<file path="config.mk">
export PLATFORM = sky130hd
export DESIGN_NAME = rotary_mix_sequencer
export DESIGN_NICKNAME = d
export VERILOG_FILES = /design/src/rtl/rotary_seq_pkg.sv /design/src/rtl/peristaltic_pattern_gen.sv /design/src/rtl/rotary_mix_sequencer.sv
export SDC_FILE = /design/constraint.sdc
export NUM_CORES = 1
export LEC_CHECK = 0
export BUFFER_PORTS_ARGS = -buffer_cell sky130_fd_sc_hd__buf_4
export CORE_ASPECT_RATIO = 0.75
export CORE_MARGIN = 2
export CORE_UTILIZATION = 48
export DETAILED_ROUTE_END_ITERATION = 7
export GPL_ROUTABILITY_DRIVEN = 1
export PLACE_DENSITY = 0.73
export REMOVE_ABC_BUFFERS = 1
export SYNTH_ARGS = -nofsm -noshare
export SYNTH_HDL_FRONTEND = slang
export SYNTH_SLANG_ARGS = --single-unit
</file>
<file path="constraint.sdc">
create_clock -name clk -period 3 [get_ports clk]
set_input_delay 0.3 -clock clk [delete_from_list [all_inputs] [get_ports clk]]
set_output_delay 0.3 -clock clk [all_outputs]
set_load 0.02 [all_outputs]
</file>
<file path="src/rtl/rotary_seq_pkg.sv">
// Shared state encoding, valve patterns and mux path decode for the
// two-mux / rotary-mixer valve sequencer.
package rotary_seq_pkg;

    typedef enum logic [2:0] {
        IDLE,
        FILL,
        G1,
        MIX,
        G2,
        FLUSH,
        G3,
        AGUARD
    } seq_state_e;

    localparam int MIX_STEPS = 6;

    // Peristaltic wave on e3,e4,e2; e1 (inlet) and e5 (outlet) stay closed.
    localparam logic [4:0] MIX_PATTERN [MIX_STEPS] = '{
        5'h06, 5'h04, 5'h0C, 5'h08, 5'h0A, 5'h02
    };

    localparam logic [4:0] FILL_E  = 5'h0F;
    localparam logic [4:0] FLUSH_E = 5'h1F;

    // Binary-tree mux: each select bit opens exactly one of its level's pair.
    function automatic logic [7:0] mux_path(input logic [3:0] sel);
        logic [7:0] path;
        for (int n = 0; n < 4; n++) begin
            path[2*n]   = ~sel[n];
            path[2*n+1] = sel[n];
        end
        return path;
    endfunction

endpackage

</file>
<file path="src/rtl/peristaltic_pattern_gen.sv">
// Step/rotation sequencer for the mixer's peristaltic wave. e_mix is the
// pattern for the coming cycle so the parent can register it directly.
module peristaltic_pattern_gen
    import rotary_seq_pkg::*;
#(
    parameter int LEN_W = 8,
    parameter int ROT_W = 8
) (
    input  logic             clk,
    input  logic             rst,
    input  logic             start,
    input  logic             run,
    input  logic [LEN_W-1:0] step_len,
    input  logic [ROT_W-1:0] rotations,
    output logic [4:0]       e_mix,
    output logic             last
);

    localparam logic [2:0] LAST_STEP = 3'(MIX_STEPS - 1);

    logic [2:0]       idx_q, idx_d;
    logic [LEN_W-1:0] hold_q, hold_d, hold_load;
    logic [ROT_W-1:0] rot_q, rot_d;
    logic             step_end;

    assign hold_load = (step_len == '0) ? '0 : step_len - 1'b1;
    assign step_end  = (hold_q == '0);

    // Final hold cycle of the final step of the final rotation.
    assign last = run && step_end && (idx_q == LAST_STEP) &&
                  ((ROT_W+1)'(rot_q) + (ROT_W+1)'(1) == (ROT_W+1)'(rotations));

    always_comb begin
        // NOTE: every variable gets a default first so no path infers a latch.
        idx_d  = idx_q;
        hold_d = hold_q;
        rot_d  = rot_q;
        if (start) begin
            idx_d  = '0;
            hold_d = hold_load;
            rot_d  = '0;
        end else if (run) begin
            if (step_end) begin
                hold_d = hold_load;
                if (idx_q == LAST_STEP) begin
                    idx_d = '0;
                    rot_d = rot_q + 1'b1;
                end else begin
                    idx_d = idx_q + 3'd1;
                end
            end else begin
                hold_d = hold_q - 1'b1;
            end
        end
    end

    assign e_mix = MIX_PATTERN[idx_d];

    always_ff @(posedge clk) begin
        // NOTE: state registers use non-blocking assignments so every flop
        // samples pre-edge values regardless of statement order.
        if (rst) begin
            idx_q  <= '0;
            hold_q <= '0;
            rot_q  <= '0;
        end else begin
            idx_q  <= idx_d;
            hold_q <= hold_d;
            rot_q  <= rot_d;
        end
    end

endmodule

</file>
<file path="src/rtl/rotary_mix_sequencer.sv">
// Fill / mix / flush valve sequencer with break-before-make guard intervals
// and abort handling; all valve outputs come straight from flops.
module rotary_mix_sequencer
    import rotary_seq_pkg::*;
#(
    parameter int LEN_W        = 8,
    parameter int ROT_W        = 8,
    parameter int GUARD_CYCLES = 2
) (
    input  logic             clk,
    input  logic             rst,
    input  logic             cmd_valid,
    output logic             cmd_ready,
    input  logic [3:0]       cmd_src,
    input  logic [3:0]       cmd_dst,
    input  logic [LEN_W-1:0] cmd_fill_len,
    input  logic [LEN_W-1:0] cmd_step_len,
    input  logic [ROT_W-1:0] cmd_rotations,
    input  logic [LEN_W-1:0] cmd_flush_len,
    input  logic             abort,
    output logic [7:0]       c_a,
    output logic [7:0]       c_b,
    output logic [4:0]       e,
    output logic             busy,
    output logic             done,
    output logic             aborted
);

    localparam logic [LEN_W-1:0] GUARD_M1 = LEN_W'(GUARD_CYCLES - 1);

    function automatic logic [LEN_W-1:0] len_m1(input logic [LEN_W-1:0] len);
        return (len == '0) ? '0 : len - 1'b1;
    endfunction

    seq_state_e       state_q, state_d;
    logic [LEN_W-1:0] timer_q, timer_d;
    logic [3:0]       src_q, dst_q;
    logic [LEN_W-1:0] step_q, flush_q;
    logic [ROT_W-1:0] rot_q;
    logic [7:0]       c_a_q, c_a_d, c_b_q, c_b_d;
    logic [4:0]       e_q, e_d, e_mix;
    logic             done_q, done_d, aborted_q, aborted_d;
    logic             accept, phase_end, mix_start, mix_last;

    assign cmd_ready = (state_q == IDLE) && !abort && !rst;
    assign accept    = cmd_valid && cmd_ready;
    assign phase_end = (timer_q == '0);

    peristaltic_pattern_gen #(
        .LEN_W (LEN_W),
        .ROT_W (ROT_W)
    ) u_pattern (
        .clk       (clk),
        .rst       (rst),
        .start     (mix_start),
        .run       (state_q == MIX),
        .step_len  (step_q),
        .rotations (rot_q),
        .e_mix     (e_mix),
        .last      (mix_last)
    );

    always_comb begin
        state_d   = state_q;
        timer_d   = phase_end ? timer_q : timer_q - 1'b1;
        mix_start = 1'b0;
        if (abort && state_q != IDLE && state_q != AGUARD) begin
            state_d = AGUARD;
            timer_d = GUARD_M1;
        end else begin
            unique case (state_q)
                IDLE:   if (accept) begin
                            state_d = FILL;
                            timer_d = len_m1(cmd_fill_len);
                        end
                FILL:   if (phase_end) begin
                            state_d = G1;
                            timer_d = GUARD_M1;
                        end
                G1:     if (phase_end) begin
                            if (rot_q == '0) begin
                                state_d = G2;
                                timer_d = GUARD_M1;
                            end else begin
                                state_d   = MIX;
                                mix_start = 1'b1;
                            end
                        end
                MIX:    if (mix_last) begin
                            state_d = G2;
                            timer_d = GUARD_M1;
                        end
                G2:     if (phase_end) begin
                            state_d = FLUSH;
                            timer_d = len_m1(flush_q);
                        end
                FLUSH:  if (phase_end) begin
                            state_d = G3;
                            timer_d = GUARD_M1;
                        end
                G3:     if (phase_end) state_d = IDLE;
                AGUARD: if (phase_end) state_d = IDLE;
                default: state_d = IDLE;
            endcase
        end
    end

    // Outputs are decoded from the next state so the flops show the new phase
    // in its first cycle; the source is bypassed on the accept cycle.
    always_comb begin
        c_a_d     = '0;
        c_b_d     = '0;
        e_d       = '0;
        done_d    = (state_q == G3) && (state_d == IDLE);
        aborted_d = (state_q == AGUARD) && (state_d == IDLE);
        unique case (state_d)
            FILL: begin
                c_a_d = mux_path(accept ? cmd_src : src_q);
                e_d   = FILL_E;
            end
            MIX:  e_d = e_mix;
            FLUSH: begin
                c_a_d = mux_path(src_q);
                c_b_d = mux_path(dst_q);
                e_d   = FLUSH_E;
            end
            default: ;
        endcase
    end

    always_ff @(posedge clk) begin
        if (rst) begin
            state_q   <= IDLE;
            timer_q   <= '0;
            src_q     <= '0;
            dst_q     <= '0;
            step_q    <= '0;
            rot_q     <= '0;
            flush_q   <= '0;
            c_a_q     <= '0;
            c_b_q     <= '0;
            e_q       <= '0;
            done_q    <= 1'b0;
            aborted_q <= 1'b0;
        end else begin
            state_q   <= state_d;
            timer_q   <= timer_d;
            c_a_q     <= c_a_d;
            c_b_q     <= c_b_d;
            e_q       <= e_d;
            done_q    <= done_d;
            aborted_q <= aborted_d;
            if (accept) begin
                src_q   <= cmd_src;
                dst_q   <= cmd_dst;
                step_q  <= cmd_step_len;
                rot_q   <= cmd_rotations;
                flush_q <= cmd_flush_len;
            end
        end
    end

    assign c_a     = c_a_q;
    assign c_b     = c_b_q;
    assign e       = e_q;
    assign busy    = (state_q != IDLE);
    assign done    = done_q;
    assign aborted = aborted_q;

endmodule

</file>
==> flow_summary.json <==
{
  "outcome": "complete, no violations",
  "post_cts_buffers": 0,
  "cts_tree": "done",
  "max-slew-margin-rel": 0.470,
  "maxSlewViolCount": 0,
  "synthSimpleGateAreaFrac": 0.248,
  "grt_pass1_wl_mm": 18.5,
  "synth_mux_area_frac": 0.0133,
  "die_h_um": 88.1,
  "endpoint": "timer_q[0]",
  "startpoint": "timer_q[0]",
  "worst_r2r_startpoint": "timer_q[0]",
  "vias": 4165,
  "cts.path.max_buffers": 2,
  "antennaDiodeCount": 0,
  "synth_top_family_by_area": "simple AND/OR/NAND/NOR gates",
  "first_pass_iters": 5,
  "portBuffers": 68,
  "synthXorXnorAreaFrac": 0.0659,
  "p_per_area_nw_per_um2": 800,
  "grt_pass1_vias": 3874,
  "ys.flop_type": "dfxtp_1",
  "nNetsFinal": 673,
  "start_util": 0.498,
  "vias_per_cell": 5.55,
  "cp_max_fo": 14,
  "ys_seq_area_frac": 0.376,
  "synth_cells": 558,
  "r2r-end": "timer_q[0]",
  "ios": 69,
  "skew_ns": 0.00856,
  "rows": 30,
  "path_class": "reg2reg",
  "hold_slack_ns": 0.173,
  "synth-edff-count": 0,
  "path_cells": "inv_1 > ha_1 > nor3b_1 > and2_2 > inv_2 > ha_1 > o21ai_0 > o21ai_0 > a22o_1 > o31a_2",
  "peakVddDrop_v": 0.000355,
  "r2r_setup_slack_ns": 0.29,
  "rsz0062_at_grt": "false",
  "die_x_um": 116,
  "antenna_found_initial": 0,
  "worstSetupStartpointType": "flop",
  "synth_compound_area_frac": 0.207,
  "p_switching_mw": 1.65,
  "internal-power_mw": 2.69,
  "cts_resized": 0,
  "drc": 0,
  "dieArea_um2": 10200,
  "multi_input_area_um2": 2550,
  "finalSetupTns_ns": 0,
  "final.period_utilization": 0.903,
  "hold_viol_final": 0,
  "endpoint_kind": "flop",
  "p_seq_frac": 0.333,
  "leakagePower_nw": 2.13,
  "r2r_cells": 10,
  "maxCapViolations": 0,
  "synth-seq-cells": 85,
  "worstMarginPinSlew_ns": 0.787,
  "crit_slowest_cell": "and2_2",
  "grt_max_degree": 40,
  "drt-total-wl_mm": 11.2,
  "wire_per_inst_um": 14.9,
  "setup-violations-final": 0,
  "fmax_mhz": 369,
  "syn_avg_cell_area_um2": 8.10,
  "dp_hpwl_mm": 8.14,
  "place_congestion": 0.882,
  "path_clk_slew_ns": 0.07,
  "synth-async-reset-ratio": 0,
  "htree_levels": 3,
  "layout-drive-gt1-share": 0.197,
  "worstPathRequired_ns": 3.22,
  "netSwitchingFraction": 0.380,
  "finalPower_mw": 4.34,
  "synth_cell_type_count": 75,
  "overflow": 0,
  "syn_area_um2": 4520,
  "period_needed_ns": 2.71,
  "cts.hold.buffers_added": 0,
  "arrival_ns": 2.93,
  "regArea_um2": 1700,
  "combPwrFrac": 0.397,
  "areaGrowthSynthToFinish_pct": 19.9,
  "post_synth_fa_ha_maj_area_fraction": 0.0304,
  "root_buffer": "clkbuf_16",
  "synth_top_area_share": 0.376,
  "clock_sinks": 85,
  "power_frac_clock": 0.270,
  "ys_top_cells_by_area": "dfxtp_1 (38%), nand2_1 (7.7%), a21oi_1 (6.2%), nor2_1 (4.6%), xnor2_1 (4.5%)",
  "core_um2": 9080,
  "min_path_type": "in2reg",
  "synth.largest_area_cell": "dfxtp_1",
  "grt_usage": 0.229,
  "numCtsBuffers": 9,
  "drtIter0Drc": 217,
  "fillCellCount": 819,
  "clk_latency_ns": 0.34,
  "postRouteAntennaNets": 0,
  "yosysWarnings": 0,
  "slowest_delay_ns": 0.37
}
[Yosys cell counts, drive strengths merged (5+ instances only)]
cell    count
a211oi      6
a21oi      57
a31oi       6
and2        9
buf        17
clkbuf     11
dfxtp      85
ha         11
inv        27
mux2i       6
nand2      94
nand3       7
nor2       55
nor3       20
nor3b       5
nor4        8
o21ai      23
o22ai      14
or3         6
xnor2      23
xor2       11
[cell type report]
class | count | share of cell area
clock buffer | 10 | 0.0441
clock inverter | 6 | 0.0145
tap | 128 | 0.0295
sequential | 85 | 0.314
inverter | 27 | 0.0187
timing repair buffer | 77 | 0.109
multi-input combinational | 418 | 0.470
[power groups by stage]
stage	registers [mW]	clock network (mW)	logic [mW]
floorplan	1.50	0	1.15
global placement	1.46	0	1.67
detailed placement	1.46	0	1.70
CTS	1.44	1.19	1.71
global route	1.47	1.23	1.89
finish	1.44	1.17	1.72
[metrics by stage]
| stage | util | setup slack [ns] | instance area, µm² | instances |
|---|---|---|---|---|
| 2_1_floorplan | - | 0.00874 | 4350 | 530 |
| 3_3_place_gp | 0.562 | 0.511 | 5100 | 735 |
| 3_5_place_dp | 0.562 | 0.352 | 5100 | 735 |
| 4_1_cts | 0.597 | 0.322 | 5420 | 751 |
| 5_1_grt | 0.597 | 0.126 | 5420 | 751 |
| 6_report | 0.597 | 0.292 | 5420 | 751 |
[layer usage]
metal,up-vias,part of all wire,GRT usage
li1,2062,-,-
met1,1932,0.48,0.312
met2,148,0.43,0.359
met3,23,0.072,0.0574
met4,0,0.018,0.0747
met5,-,0,0
[cell families after synthesis]
logic type      count (synthesis)
xor+xnor                       34
flops                          85
compound gates                139
buf+inv                        55
fa+ha+maj                      11
simple gates                  228
mux                             6
[state kept, by name, indices dropped and copies added (netlist names)]
name / cells
timer_q: 8
u_pattern.idx_q: 3
done: 1
state_q: 3
src_q: 4
u_pattern.rot_q: 8
c_b: 8
step_q: 8
aborted: 1
dst_q: 4
flush_q: 8
e: 5
c_a: 8
u_pattern.hold_q: 8
rot_q: 8
[worst min path at each step]
| stage | from | end | slack, ns | cells after the start |
|---|---|---|---|---|
| after floorplan | rst | dst_q[0] | 0.37 | 1 |
| after global placement | src_q[3] | c_a[6] | 0.42 | 1 |
| after detailed placement | src_q[3] | c_a[6] | 0.43 | 1 |
| after CTS | cmd_src[3] | c_a[6] | 0.16 | 2 |
| after global routing | cmd_src[3] | c_a[6] | 0.17 | 2 |
| final | cmd_src[3] | c_a[6] | 0.17 | 2 |
[critical path: cells and delay by family, from the launching register on]
family | cells | cell delay [ns]
adder cells (fa/ha/maj) | 2 | 0.50
AO/OA/AOI/OAI | 4 | 0.77
buffers and inverters | 2 | 0.28
AND/OR/NAND/NOR | 2 | 0.68
flip-flops | 1 | 0.36
[layout by cell type (no fill, tap or decap), types with 10 or more instances in the layout]
cell	n
inv_1	25
ha_1	11
xor2_1	11
nand2_1	93
o21ai_0	19
nor2_1	55
dfxtp_1	85
buf_4	76
a21oi_1	56
xnor2_1	23
o22ai_1	10
nor3_1	17
Power figures use the tool's default switching activity.
